File: src/rtl/ps2_key_rx.sv
// ps2_key_rx: PS/2 keyboard receiver. It synchronises and glitch-filters the pins,
// deframes and validates 11-bit frames, folds E0/F0 prefixes into flags, and
// buffers key events in a first-word-fall-through FIFO.
//
// Ports:
//   clk, rst            system clock, synchronous active-high reset
//   ps2_clk, ps2_data   raw asynchronous PS/2 pins
//   key_code/ext/break  event at the FIFO head (zero while key_valid is low)
//   key_valid/key_ready valid/ready handshake; pop when both are high
//   frame_err           one-cycle pulse per rejected or aborted frame
//   overflow            one-cycle pulse per event dropped on a full FIFO

// ps2_key_fifo: generic first-word-fall-through FIFO, power-of-two depth.
// Latency: a write into an empty FIFO is visible on rd_dat/rd_vld the next cycle.
// Backpressure: a write while full is accepted only with a same-cycle read, otherwise wr_drop.
module ps2_key_fifo #(
  parameter int W     = 10,
  parameter int DEPTH = 4
) (
  input  logic         clk,
  input  logic         rst,
  input  logic         wr_vld,
  input  logic [W-1:0] wr_dat,
  output logic         wr_drop,
  output logic         rd_vld,
  input  logic         rd_rdy,
  output logic [W-1:0] rd_dat
);

  localparam int AW = $clog2(DEPTH);

  logic [W-1:0]  mem [DEPTH];
  logic [AW-1:0] wr_ptr;
  logic [AW-1:0] rd_ptr;
  // One bit wider than the pointers so that full and empty are distinct.
  logic [AW:0]   count;
  logic          full;
  logic          wr_en;
  logic          rd_en;

  assign full    = (count == (AW+1)'(DEPTH));
  assign rd_vld  = (count != '0);
  assign rd_en   = rd_vld & rd_rdy;
  // A read in the same cycle frees the slot the write needs.
  assign wr_en   = wr_vld & (~full | rd_en);
  assign wr_drop = wr_vld & full & ~rd_en;
  assign rd_dat  = mem[rd_ptr];

  always_ff @(posedge clk) begin
    if (wr_en) begin
      mem[wr_ptr] <= wr_dat;
    end
  end

  always_ff @(posedge clk) begin
    if (rst) begin
      wr_ptr <= '0;
      rd_ptr <= '0;
      count  <= '0;
    end else begin
      if (wr_en) begin
        wr_ptr <= wr_ptr + AW'(1);
      end
      if (rd_en) begin
        rd_ptr <= rd_ptr + AW'(1);
      end
      count <= count + (AW+1)'(wr_en) - (AW+1)'(rd_en);
    end
  end

endmodule

// ps2_key_rx: PS/2 pins to validated, prefix-decoded key events.
// Latency: pin edge to filtered edge 2+FILTER_LEN cycles; stop-bit sample to key_valid 2 cycles.
// Backpressure: key_ready stalls the FIFO head; events arriving while full are dropped with overflow.
module ps2_key_rx #(
  parameter int FILTER_LEN     = 8,
  parameter int TIMEOUT_CYCLES = 100000,
  parameter int FIFO_DEPTH     = 4
) (
  input  logic       clk,
  input  logic       rst,
  input  logic       ps2_clk,
  input  logic       ps2_data,
  output logic [7:0] key_code,
  output logic       key_ext,
  output logic       key_break,
  output logic       key_valid,
  input  logic       key_ready,
  output logic       frame_err,
  output logic       overflow
);

  localparam int FW = $clog2(FILTER_LEN);
  localparam int WW = $clog2(TIMEOUT_CYCLES);

  localparam logic [7:0] CODE_EXT = 8'hE0;
  localparam logic [7:0] CODE_BRK = 8'hF0;
  localparam logic [3:0] STOP_BIT = 4'd10;

  typedef struct packed {
    logic       ext;
    logic       brk;
    logic [7:0] code;
  } key_evt_t;

  typedef enum logic [0:0] {
    IDLE,
    RECV
  } state_t;

  // ---------------------------------------------------------------------------
  // Input synchronisers and clock glitch filter
  // ---------------------------------------------------------------------------
  logic          clk_s1, clk_s2;
  logic          dat_s1, dat_s2;
  logic          filt_clk, filt_clk_q;
  logic [FW-1:0] filt_cnt;
  logic          sample_evt;
  logic          sample_bit;

  // The filtered clock only follows the synchronised level once it has
  // disagreed for FILTER_LEN consecutive cycles; any bounce restarts the count.
  always_ff @(posedge clk) begin
    if (rst) begin
      clk_s1     <= 1'b1;
      clk_s2     <= 1'b1;
      dat_s1     <= 1'b1;
      dat_s2     <= 1'b1;
      filt_clk   <= 1'b1;
      filt_clk_q <= 1'b1;
      filt_cnt   <= '0;
    end else begin
      clk_s1     <= ps2_clk;
      clk_s2     <= clk_s1;
      dat_s1     <= ps2_data;
      dat_s2     <= dat_s1;
      filt_clk_q <= filt_clk;
      if (clk_s2 == filt_clk) begin
        filt_cnt <= '0;
      end else if (filt_cnt == FW'(FILTER_LEN - 1)) begin
        filt_clk <= clk_s2;
        filt_cnt <= '0;
      end else begin
        filt_cnt <= filt_cnt + FW'(1);
      end
    end
  end

  // Falling edge of the filtered clock; the data line has long settled by now
  // because the filter delay is far shorter than the PS/2 low phase.
  assign sample_evt = filt_clk_q & ~filt_clk;
  assign sample_bit = dat_s2;

  // ---------------------------------------------------------------------------
  // Frame FSM, watchdog and prefix decoding
  // ---------------------------------------------------------------------------
  state_t        state, state_d;
  logic [3:0]    bit_cnt, bit_cnt_d;
  logic [8:0]    shift, shift_d;     // {parity, data[7:0]} once bits 1..9 are in
  logic [WW-1:0] wd_cnt, wd_cnt_d;
  logic          ext_pend, ext_pend_d;
  logic          brk_pend, brk_pend_d;
  logic          err_d;
  logic          push_vld, push_vld_d;
  key_evt_t      push_evt, push_evt_d;
  logic          frame_ok;

  // Odd parity across data+parity, and the stop bit (arriving now) must be high.
  assign frame_ok = (^shift) & sample_bit;

  always_comb begin
    state_d    = state;
    bit_cnt_d  = bit_cnt;
    shift_d    = shift;
    wd_cnt_d   = wd_cnt;
    ext_pend_d = ext_pend;
    brk_pend_d = brk_pend;
    err_d      = 1'b0;
    push_vld_d = 1'b0;
    push_evt_d = push_evt;

    case (state)
      IDLE: begin
        wd_cnt_d = '0;
        if (sample_evt) begin
          if (!sample_bit) begin
            state_d   = RECV;
            bit_cnt_d = 4'd1;
          end else begin
            // A start bit of 1 means we are out of step with the keyboard.
            err_d      = 1'b1;
            ext_pend_d = 1'b0;
            brk_pend_d = 1'b0;
          end
        end
      end

      RECV: begin
        if (sample_evt) begin
          wd_cnt_d = '0;
          if (bit_cnt == STOP_BIT) begin
            state_d   = IDLE;
            bit_cnt_d = '0;
            if (frame_ok) begin
              if (shift[7:0] == CODE_EXT) begin
                ext_pend_d = 1'b1;
              end else if (shift[7:0] == CODE_BRK) begin
                brk_pend_d = 1'b1;
              end else begin
                push_vld_d      = 1'b1;
                push_evt_d.ext  = ext_pend;
                push_evt_d.brk  = brk_pend;
                push_evt_d.code = shift[7:0];
                ext_pend_d      = 1'b0;
                brk_pend_d      = 1'b0;
              end
            end else begin
              err_d      = 1'b1;
              ext_pend_d = 1'b0;
              brk_pend_d = 1'b0;
            end
          end else begin
            // LSB arrives first, so shift in from the top.
            shift_d   = {sample_bit, shift[8:1]};
            bit_cnt_d = bit_cnt + 4'd1;
          end
        end else if (wd_cnt == WW'(TIMEOUT_CYCLES - 1)) begin
          // Keyboard stopped mid-frame: drop the partial byte and resync.
          state_d    = IDLE;
          bit_cnt_d  = '0;
          wd_cnt_d   = '0;
          err_d      = 1'b1;
          ext_pend_d = 1'b0;
          brk_pend_d = 1'b0;
        end else begin
          wd_cnt_d = wd_cnt + WW'(1);
        end
      end

      default: begin
        state_d   = IDLE;
        bit_cnt_d = '0;
        wd_cnt_d  = '0;
      end
    endcase
  end

  always_ff @(posedge clk) begin
    if (rst) begin
      state     <= IDLE;
      bit_cnt   <= '0;
      shift     <= '0;
      wd_cnt    <= '0;
      ext_pend  <= 1'b0;
      brk_pend  <= 1'b0;
      frame_err <= 1'b0;
      push_vld  <= 1'b0;
      push_evt  <= '0;
    end else begin
      state     <= state_d;
      bit_cnt   <= bit_cnt_d;
      shift     <= shift_d;
      wd_cnt    <= wd_cnt_d;
      ext_pend  <= ext_pend_d;
      brk_pend  <= brk_pend_d;
      frame_err <= err_d;
      push_vld  <= push_vld_d;
      push_evt  <= push_evt_d;
    end
  end

  // ---------------------------------------------------------------------------
  // Key-event FIFO
  // ---------------------------------------------------------------------------
  key_evt_t head_dat;
  logic     head_vld;
  logic     push_drop;

  ps2_key_fifo #(
    .W     ($bits(key_evt_t)),
    .DEPTH (FIFO_DEPTH)
  ) u_fifo (
    .clk     (clk),
    .rst     (rst),
    .wr_vld  (push_vld),
    .wr_dat  (push_evt),
    .wr_drop (push_drop),
    .rd_vld  (head_vld),
    .rd_rdy  (key_ready),
    .rd_dat  (head_dat)
  );

  always_ff @(posedge clk) begin
    if (rst) begin
      overflow <= 1'b0;
    end else begin
      overflow <= push_drop;
    end
  end

  // Head fields are forced to zero while empty so stale storage never leaks out.
  assign key_valid = head_vld;
  assign key_code  = head_vld ? head_dat.code : 8'h00;
  assign key_ext   = head_vld & head_dat.ext;
  assign key_break = head_vld & head_dat.brk;

endmodule

File: config.mk
export PLATFORM = sky130hd
export DESIGN_NAME = ps2_key_rx
export DESIGN_NICKNAME = d
export VERILOG_FILES = /design/src/rtl/ps2_key_rx.sv
export SDC_FILE = /design/constraint.sdc
export NUM_CORES = 1
export LEC_CHECK = 0
export BUFFER_PORTS_ARGS = -buffer_cell sky130_fd_sc_hd__buf_2
export CAP_MARGIN = 40
export CORE_ASPECT_RATIO = 2
export CORE_UTILIZATION = 55
export DETAILED_ROUTE_END_ITERATION = 8
export GPL_ROUTABILITY_DRIVEN = 0
export HOLD_SLACK_MARGIN = 0.15
export PLACE_DENSITY_LB_ADDON = 0.25
export SETUP_SLACK_MARGIN = 0.1
export SYNTH_ARGS = -nofsm -noshare
export SYNTH_HDL_FRONTEND = slang
export SYNTH_SLANG_ARGS = --single-unit
File: constraint.sdc
create_clock -name clk -period 2.55 [get_ports clk]
set_input_delay 0.1275 -clock clk [delete_from_list [all_inputs] [get_ports clk]]
set_output_delay 0.1275 -clock clk [all_outputs]
set_load 0.02 [all_outputs]
# --- After elaboration in Yosys (flattened, before gate mapping) ---
# Memories as Yosys holds them, arrays and structs flattened. A register that Yosys moved wholly into a read port is not among the register bits.
# Cells that the tools add are included.
totals:
  register_bits: 62
  ramBits: 40
  input_bits: 5
  out_inout_bits: 13
  wordCells: 116
  mem_count: 1
classes:
  n_addsub: 7
  n_eq_ne: 14
  muxes: 43
  bitwise_logic: 19
  n_reduce_logical: 10
mem_list:
  columns: ["memory", "depth", "word_bits", "read_ports", "rd_ports_with_merged_regs", "wr", "line_no", "source"]
  rows:
  - ["u_fifo.mem", 4, 10, 1, 1, 1, "32", "logic [W-1:0] mem [DEPTH];"]
ops:
  columns: ["cell", "n"]
  rows:
  - ["$mux 17", 2]
  - ["$pmux 17 s2", 1]
  - ["$mux 1", 27]
  - ["$mux 4", 5]
  - ["$add 17x1->17 const B", 1]
  - ["$eq 17x17->1 const B", 1]
  - ["$eq 8x8->1 const B", 2]
  - ["$not 1->1", 10]
  - ["$reduce_and 5->1", 2]
  - ["$reduce_xor 9->1", 1]
  - ["$and 1x1->1", 8]
  - ["$mux 8", 1]
  - ["$pmux 1 s2", 4]
  - ["$pmux 4 s2", 1]
  - ["$eq 3x3->1 const B", 2]
  - ["$ne 2x2->1 const B", 3]
  - ["$ne 3x2->1 const B", 2]
  - ["$reduce_and 3->1", 2]
  - ["$reduce_and 6->1", 1]
  - ["$reduce_or 6->1", 1]
  - ["$ne 5x5->1 const B", 1]
  - ["$add 2x1->2 const B", 2]
  - ["$add 4x1->4 const B", 1]
  - ["$eq 4x4->1 const B", 1]
  - ["other kinds (10)", 11]

# --- Depth between registers and ports, before layout ---
# Gate-level depths: netlist of the first run.
depth:
  ltp_word: 7
  mapped_depth: 8
  ltp_nobuf: 8

# --- Cells and area by module ---
# From an unflattened synthesis of the first run, not the netlist that was laid out.
unflattened:
  cells_unflattened: 367
  hier_area_um2: 4335.4
by_module_without_submodules:
  columns: ["module", "n_inst", "cells_each", "area_per_inst_um2", "seq_area_each_um2"]
  rows:
  - ["ps2_key_rx", 1, 266, 2407.3, 1101.1]
  - ["ps2_key_fifo", 1, 101, 1928.1, 1381.3]

# --- Worst setup path after synthesis of the first run ---
# Ideal clock, no wire load.
synth_path:
  path_kind: "register to register"
  from: "register u_fifo.count[1]"
  to: "register u_fifo.count[2]"
  setup_ps: 128
  arrival_time_ps: 2081
  t_required_ps: 2422
  slack_ps: 341
  path_stages_with_launch: 8
  n_path_buf: 1
  synth_period_minus_slack_ps: 2209
  path_cell_list: "dfxtp_1 -> or4b_2 -> and2_1 -> clkbuf_1 -> ha_1 -> fa_1 -> xnor2_1 -> nor2_1"
synth_via:
  elab_chain_cells: 6
  word_cells_on_any_way: 8
  classes_between: "add/sub: 2; eq/ne: 1; bitwise: 4; reduce/logical: 1"
synth_lines:
  columns: ["element", "line_no", "source"]
  rows:
  - ["start, declared", "36", "logic [AW:0] count;"]
  - ["start signal, assigned", "67", "count <= count + (AW+1)'(wr_en) - (AW+1)'(rd_en);"]
  - ["$reduce_bool 3->1 / $eq 3x3->1 (equally long branches)", "42, 41", null]
  - ["$and 1x1->1 / $not 1->1 (equally long branches)", "43, 45", null]
  - ["$or 1x1->1", "45", "assign wr_en = wr_vld & (~full | rd_en);"]
  - ["$and 1x1->1", "45", null]
  - ["$add 3x1->3", "67", null]
  - ["$sub 3x1->3 *", "67", null]
# Every way passes the cells marked *; elsewhere a longest branch is shown, timed or not.
# A chain may end at the register's enable or synchronous reset.

# --- Final worst setup path of the first run ---
layout_path:
  from: "input key_ready"
  to: "register u_fifo.count[2]"
layout_via:
  elab_chain_cells: 5
layout_lines:
  columns: ["element", "line_no", "source"]
  rows:
  - ["start, declared", "89", "input logic key_ready,"]
  - ["$and 1x1->1 *", "43", "assign rd_en = rd_vld & rd_rdy;"]
  - ["$or 1x1->1", "45", null]
  - ["$and 1x1->1", "45", null]
  - ["$add 3x1->3", "67", null]
  - ["$sub 3x1->3 *", "67", null]
# Marks and branches as above.

==> results of run 1 <==
cells in the final DEF (no fill, tap or decap), drive strengths merged, types with 3 or more instances in the layout:
cell,netlist,routed
dfxtp,64,64
nor2,44,44
edfxtp,40,40
nand2,28,28
buf,5,19
ha,16,16
and2,15,15
a21oi,15,15
inv,14,14
xnor2,13,13
mux2i,11,11
mux4,10,10
xor2,10,10
clkbuf,11,10
nand3,9,9
and3,7,7
or2,5,5
nor2b,5,5
nor3,4,4
o21ai,4,4
nor4,4,4
nand2b,3,3
nand4,3,3
dlygate4sd3,0,3
nor3b,3,3
clkinvlp,0,3
clkinv,0,3
cell families after synthesis:
logic type	share of synthesized area [%]
buffers and inverters	3.12
AO/OA/AOI/OAI	4.31
flip-flops	56.3
AND/OR/NAND/NOR	18.3
adder cells (fa/ha/maj)	4.99
multiplexers	7.86
XOR/XNOR	5.08
metal layers:
layer / global-route usage, % / share of wire, % / up-vias
met5: 0 / 0 / -
met4: 9.46 / 2.0 / 0
met3: 4.34 / 2.1 / 11
met2: 36.4 / 58 / 37
met1: 19.6 / 38 / 1288
li1: - / - / 1334
state kept, by name (all words and copies together) (netlist names), 2 cells and up, named ones only:
signal,count
u_fifo.count,3
u_fifo.mem,40
wd_cnt,17
push_evt,10
bit_cnt,4
u_fifo.wr_ptr,2
u_fifo.rd_ptr,2
shift,9
filt_cnt,3
power groups by stage:
| stage | Clock [mW] | Combinational [mW] | Sequential [mW] |
|---|---|---|---|
| finish | 1.21 | 0.625 | 1.84 |
| global route | 1.31 | 0.693 | 1.85 |
| CTS | 1.24 | 0.644 | 1.84 |
| detailed placement | 0 | 0.639 | 1.88 |
| global placement | 0 | 0.620 | 1.87 |
| floorplan | 0 | 0.521 | 1.81 |
cell type report:
class	instances	area, µm²	area share (%)
clock inverter	6	36.3	0.750
multi-input combinational	238	1790	37.0
timing repair buffer	22	130	2.69
tap	94	118	2.43
inverter	14	52.6	1.09
sequential	104	2480	51.3
clock buffer	10	229	4.73
worst min path at each step:
stage	slack (ps)	cells after the start	start	endpoint
floorplan	230	1	ps2_clk	clk_s1
global placement	310	2	ps2_data	dat_s1
detailed placement	310	2	ps2_clk	clk_s1
CTS	370	2	rst	bit_cnt[0]
global route	410	2	rst	bit_cnt[0]
finish	370	2	rst	bit_cnt[0]
per-stage QoR:
| step | instance area (µm²) | util [%] | hold slack, ps |
|---|---|---|---|
| final | 4840 | 63.2 | 366 |
| after floorplan | 4410 | - | 231 |
| after global placement | 4540 | 59.3 | 309 |
| after global routing | 4840 | 63.2 | 408 |
| after CTS | 4840 | 63.2 | 365 |
| after detailed placement | 4540 | 59.3 | 315 |
critical path, stage by stage:
cell and delay (ps):
sky130_fd_sc_hd__dlygate4sd3_1 530, sky130_fd_sc_hd__buf_2 120, sky130_fd_sc_hd__or4b_2 680, sky130_fd_sc_hd__and2_1 250, sky130_fd_sc_hd__ha_1 210, sky130_fd_sc_hd__fa_1 370
sky130_fd_sc_hd__xnor2_1 170, sky130_fd_sc_hd__nor2_1 60
==> implementation parameters, run 1 <==
Parameter                              Value

GRT
  Antenna violations before repair    0
  Global-route usage over all layers    approximately a fifth
  First-pass GRT wire length    12400 µm
  Largest net degree at the start of global routing    49
  Final global-route overflow total    0
  Vias in the first global route    approximately 2700

Setup path
  Worst Path Max Fanout    6
  Critical register-to-register path endpoint    u_fifo.count[2]
  R2R Path Start    u_fifo.count[1]
  Setup slack of the most critical reg-to-reg path    about 250 ps
  Data arrival at the endpoint of the critical path    ~2500 ps
  Crit. Startpoint    key_ready
  Type of the setup path with the least slack    in -> reg
  Endpoint required time on the critical path    around 2700 ps
  Worst-case reg-to-reg path depth    6
  Kind of end point of the critical path    flop
  Launching element type of the critical path    input port
  Endpoint of the most critical setup path    u_fifo.count[2]

Cells and area
  Final Non-Filler Cells    just under 500
  Final net count    between 400 and 500
  Ant. Diodes    0
  Synth-to-Final Area Change    9.70%
  Fraction of layout instances using a drive strength above 1    15.2%
  Filler instances    roughly 660

Timing
  Ratio of final minimum period to clock period    about nine tenths
  Number of endpoints failing setup at the final stage    0
  Maximum clock frequency    428 MHz
  Period minus WS final    about 2300 ps
  Worst setup slack after layout    ~210 ps
  Final hold violation count    0
  Summed negative setup slack over all endpoints    0 ps
  Worst-Margin Slew    ~810 ps
  Number of max-slew violations in the final report    0
  Unrepaired setup endpoints after global routing    false
  Final Skew    about 8.1 ps
  Worst relative slew slack    between 40% and 50%

Place
  Inst Count DP    around 470
  Count of port buffers added during placement    17
  Placed wire-length estimate    between 5000 and 6000 µm
  Post-place setup slack    between 200 and 300 ps

Logic synthesis
  Number of synthesized flops with an enable pin    40
  Main area contributors after synthesis    sky130_fd_sc_hd__dfxtp_1, sky130_fd_sc_hd__edfxtp_1, sky130_fd_sc_hd__mux4_2, sky130_fd_sc_hd__ha_1, sky130_fd_sc_hd__nor2_1
  Top-count cell post-synth    sky130_fd_sc_hd__dfxtp_1
  Share of the synthesized area in the top cell type    29.1%
  Count of unique library cells instantiated by Yosys    57
  Top post-synthesis cells by count    sky130_fd_sc_hd__dfxtp_1, sky130_fd_sc_hd__nor2_1, sky130_fd_sc_hd__edfxtp_1
  Gate count of the mapped netlist    between 300 and 400
  Sequential share of the synthesized area    between 50% and 60%
  Area of the mapped netlist    approximately 4400 µm²
  Warnings from Yosys    0
  Post-Syn Area per Cell    between 10 and 15 µm²
  Flip-flop and latch count after synthesis    roughly 100
  Cell type contributing the most total cell area after synthesis    sky130_fd_sc_hd__dfxtp_1
  Fraction of registers with async set/reset    0%
  Most used flip-flop cell after synthesis    sky130_fd_sc_hd__dfxtp_1
  Synthesized Nets    about 390

Drt
  Vias post-DR    about 2700
  Post-route ant nets    0
  Number of design-rule violations left by the first detailed-router iteration    94
  Post-route DRC violation count    0
  Vias/cell    5.47
  DRT Pass-1 Iters    5
  Routed wire length    roughly 7000 µm
  Detail-routed net length per standard cell    ~15 µm

Pwr
  Combinational Power Share    between 10% and 20%
  Leakage Power    ~1.7 nW
  Peak supply drop    around 0.00049 V
  Internal power    about 2.7 mW
  Total Power    roughly 3.7 mW
  Switching power as a share of total power    around a quarter
  Net Switching    951 µW
  Clock power frac    33.0%
  Part of the total power dissipated in sequential elements    50.0%
  Power per Cell Area    around 760 nW/µm²

Clock network
  Htree depth    3
  Root Driver    sky130_fd_sc_hd__clkbuf_16
  TritonCTS buffer count    9
  Post-CTS Setup Inserts    0
  Clock slew at the register clock pins of the worst setup and hold paths    70 ps
  TritonCTS clock tree    built
  Number of sinks driven by the clock tree    104
  Insertion delay to the later sink of the worst-skew pair    between 300 and 400 ps
  Number of buffers inserted for hold repair after clock tree synthesis    3
  Post-CTS sizing    0
  Maximum clock insertion buffer count    2

Floorplan
  Floorplan die area    ~8400 µm²
  Starting density of the core    57.6%
  Core area    7660 µm²
  Die span in y    approximately 130 µm
  Die Span X    between 60 and 70 µm
  IO Pins    18
  # rows    45

Hold path
  Hold/Removal Path Class    in -> reg

Run status
  Result of the run    finished clean

Flow run
  Max-Cap Viols    0
Note: power is estimated with default switching activity, not from simulation.
==> run 2: changes to the inputs <==
Settings changed: SYNTH_HIERARCHICAL set to 1.
==> run 2 against run 1 <==
Compared with the run above: global-route usage is 0.43 points lower; area after synthesis decreased by 1.7%; clock skew shrank 3.9 ps; flip-flop and latch count did not move; maximum frequency up 3.1%; critical path depth grew 3; via count is 0.82% lower; clock power is essentially flat; synthesized cell count down 1.3%; sequential share of layout area is 0.40 points higher; worst setup slack improved by 71 ps; largest cell class unchanged; largest power group unchanged.
==> implementation parameters, run 2 <==
Parameter                              Value

Drt
  Vias/cell    5.43 (-0.82%)
  DRT Pass-1 Iters    6 (+1)
  Vias post-DR    2648 (-0.82%)
  Number of design-rule violations left by the first detailed-router iteration    129 (+37%)
  Detail-routed net length per standard cell    14.4 µm (-1.3%)
  Routed wire length    7030 µm (-1.3%)
  Post-route ant nets    0 (unchanged)
  Post-route DRC violation count    0 (unchanged)

Cells and area
  Post-route cell area    4800 µm² (-0.78%)
  Most common cell after layout, fill and taps aside    sky130_fd_sc_hd__dfxtp_1
  Synth-to-Final Area Change    10.7%
  Number of flip-flops under the largest register name    40 (unchanged)
  Final net count    411 (unchanged)
  Filler instances    623 (-4.9%)
  Fraction of layout instances using a drive strength above 1    13.7% (-1.5 points)
  End-of-flow core utilization    63.1% (about the same)
  Commonest non-fill, non-tap cells in the layout    sky130_fd_sc_hd__dfxtp_1, sky130_fd_sc_hd__nor2_1, sky130_fd_sc_hd__edfxtp_1, sky130_fd_sc_hd__nand2_1, sky130_fd_sc_hd__and2_1
  Biggest regs    u_fifo/mem: 40 flops, wd_cnt: 17 flops, push_evt: 10 flops
  Reg with most FFs    u_fifo/mem
  Ant. Diodes    0 (unchanged)

Timing
  Period minus WS final    2270 ps (-70.9 ps)
  Summed negative setup slack over all endpoints    0 ps (unchanged)
  Number of max-slew violations in the final report    0 (unchanged)
  Final Skew    4.16 ps (-3.90 ps)
  Final hold violation count    0 (unchanged)
  Number of endpoints failing setup at the final stage    0 (unchanged)
  Unrepaired setup endpoints after global routing    false
  Maximum clock frequency    441 MHz (+3.1%)
  Worst-Margin Slew    671 ps (-141 ps)
  Worst relative slew slack    55.2% (+9.4 points)
  Ratio of final minimum period to clock period    88.8% (-2.8 points)
  Worst setup slack after layout    285 ps (+70.9 ps)

Setup path
  Launching element type of the critical path    flop
  Top Family by Delay on Critical Path    adder cells
  Cell chain of the critical path    nor4b_4 -> nor2b_2 -> inv_1 -> ha_1 -> inv_1 -> ha_1 -> inv_1 -> fa_1 -> xor2_1 -> and2_1 -> nor3_1
  Kind of end point of the critical path    flop
  Data arrival at the endpoint of the critical path    2520 ps (about the same)
  WP buf/inv    3 (+1)
  Biggest cell delay along the critical path    500 ps (-180 ps)
  Endpoint required time on the critical path    2810 ps (+70 ps)
  Type of the setup path with the least slack    reg -> reg
  Worst Path Max Fanout    6 (unchanged)
  Slowest cell on the critical path    sky130_fd_sc_hd__dfxtp_1
  Worst-case reg-to-reg path depth    11 (+5)
  Library cell appearing most often on the critical path    sky130_fd_sc_hd__inv_1
  Path length in cells of the critical path    11 (+3)

Logic synthesis
  Sequential share of the synthesized area    57.3% (+0.96 points)
  Cell type contributing the most total cell area after synthesis    sky130_fd_sc_hd__dfxtp_1
  Most used flip-flop cell after synthesis    sky130_fd_sc_hd__dfxtp_1
  Gate count of the mapped netlist    367 (-1.3%)
  Top post-synthesis cells by count    sky130_fd_sc_hd__dfxtp_1, sky130_fd_sc_hd__nor2_1, sky130_fd_sc_hd__edfxtp_1
  Fraction of registers with async set/reset    0% (unchanged)
  Flip-flop and latch count after synthesis    104 (unchanged)
  Warnings from Yosys    6 (+6)
  Share of the synthesized area in the top cell type    29.6% (+0.49 points)
  Post-Syn Area per Cell    11.8 µm² (-0.33%)
  Main area contributors after synthesis    sky130_fd_sc_hd__dfxtp_1, sky130_fd_sc_hd__edfxtp_1, sky130_fd_sc_hd__mux4_2, sky130_fd_sc_hd__ha_1, sky130_fd_sc_hd__nor2_1
  Area of the mapped netlist    4340 µm² (-1.7%)
  Synthesized Nets    389 (-1.3%)
  Count of unique library cells instantiated by Yosys    51 (-11%)
  Number of synthesized flops with an enable pin    40 (unchanged)
  Top-count cell post-synth    sky130_fd_sc_hd__dfxtp_1

Clock network
  TritonCTS clock tree    built
  Root Driver    sky130_fd_sc_hd__clkbuf_16
  Number of sinks driven by the clock tree    104 (unchanged)
  Htree depth    3 (unchanged)
  TritonCTS buffer count    9 (unchanged)
  Clock slew at the register clock pins of the worst setup and hold paths    60 ps (about the same)
  Maximum clock insertion buffer count    2 (unchanged)
  Insertion delay to the later sink of the worst-skew pair    340 ps (about the same)

Place
  Post-place setup slack    293 ps (+38.6 ps)
  Count of port buffers added during placement    17 (unchanged)
  Post-Place Cell Area    4510 µm² (-0.66%)
  Placed wire-length estimate    5260 µm (+3.8%)

GRT
  Global-route usage over all layers    19.1% (-0.43 points)
  Antenna violations before repair    0 (unchanged)
  Final global-route overflow total    0 (unchanged)
  First-pass GRT wire length    11700 µm (-6.2%)
  Largest net degree at the start of global routing    31 (-37%)
  Vias in the first global route    2558 (-6.3%)

Hold path
  Hold Path Cell Cnt    2 (unchanged)
  Hold/Removal Path Class    in -> reg

Pwr
  Total Power    3.68 mW (+0.24%)
  Power per Cell Area    767 nW/µm² (+1.0%)
  Leakage Power    1.77 nW (+6.5%)
  Peak supply drop    0.000454 V (-6.9%)

Run status
  Result of the run    finished clean

Flow run
  Max-Cap Viols    0 (unchanged)

Floorplan
  Core area    7600 µm² (-0.74%)
  IO Pins    18 (unchanged)
  # rows    45 (unchanged)
  Floorplan die area    8260 µm² (-1.6%)
  Starting density of the core    57.0% (-0.54 points)
  Die Span X    64.8 µm (-0.81%)
  Die span in y    128 µm (-0.82%)
## run 2: cell families after synthesis
kind of cell,synth area share [%]
buffers and inverters,2.42
DFF,57.3
and+or+nand+nor,17.4
muxes,8.08
xor gates and xnor gates,4.94
AOI/OAI and AO/OA,4.85
adders and majority gates,5.08
## run 2: final cells by class
| class | count | area, µm² | area share [%] |
|---|---|---|---|
| Tap cell | 94 | 118 | 2.45 |
| Inverter | 13 | 48.8 | 1.02 |
| Sequential cell | 104 | 2480 | 51.7 |
| Clock inverter | 4 | 31.3 | 0.652 |
| Multi-Input combinational cell | 238 | 1750 | 36.4 |
| Clock buffer | 12 | 236 | 4.93 |
| Timing Repair Buffer | 23 | 135 | 2.82 |
## run 2: repair_timing
| action | in CTS | in global routing |
|---|---|---|
| endpoints found under the hold margin | 2 | 0 |
| gates resized for setup | 0 | 0 |
| setup endpoints to repair | 0 | 1 |
| setup buffers | 0 | 0 |
| hold buffers | 2 | 0 |
## run 2: metal layers
layer | part of all wire (%) | track usage, %
met1 | 36 | 17.4
met2 | 59 | 37.3
met3 | 1.6 | 2.68
met4 | 3.1 | 11.8
met5 | 0 | 0
## run 2: through the flow
stage,hold slack (ps),std cells
final,229,488
after global routing,254,488
after CTS,223,488
after detailed placement,330,470
after global placement,316,470
after floorplan,231,367
## run 2: path summary, 6_finish.rpt
path,start,to,slack [ps]
min,rst,push_evt[8],230
max,u_fifo/count[1],u_fifo/count[2],280
max reg2reg,u_fifo/count[1],u_fifo/count[2],280
min reg2reg,clk_s1,clk_s2,410
## run 2: report_power, final
part	internal (mW)	total, mW	switching, mW
registers	1.76	1.86	0.0993
clock network	0.665	1.23	0.561
logic	0.289	0.599	0.310
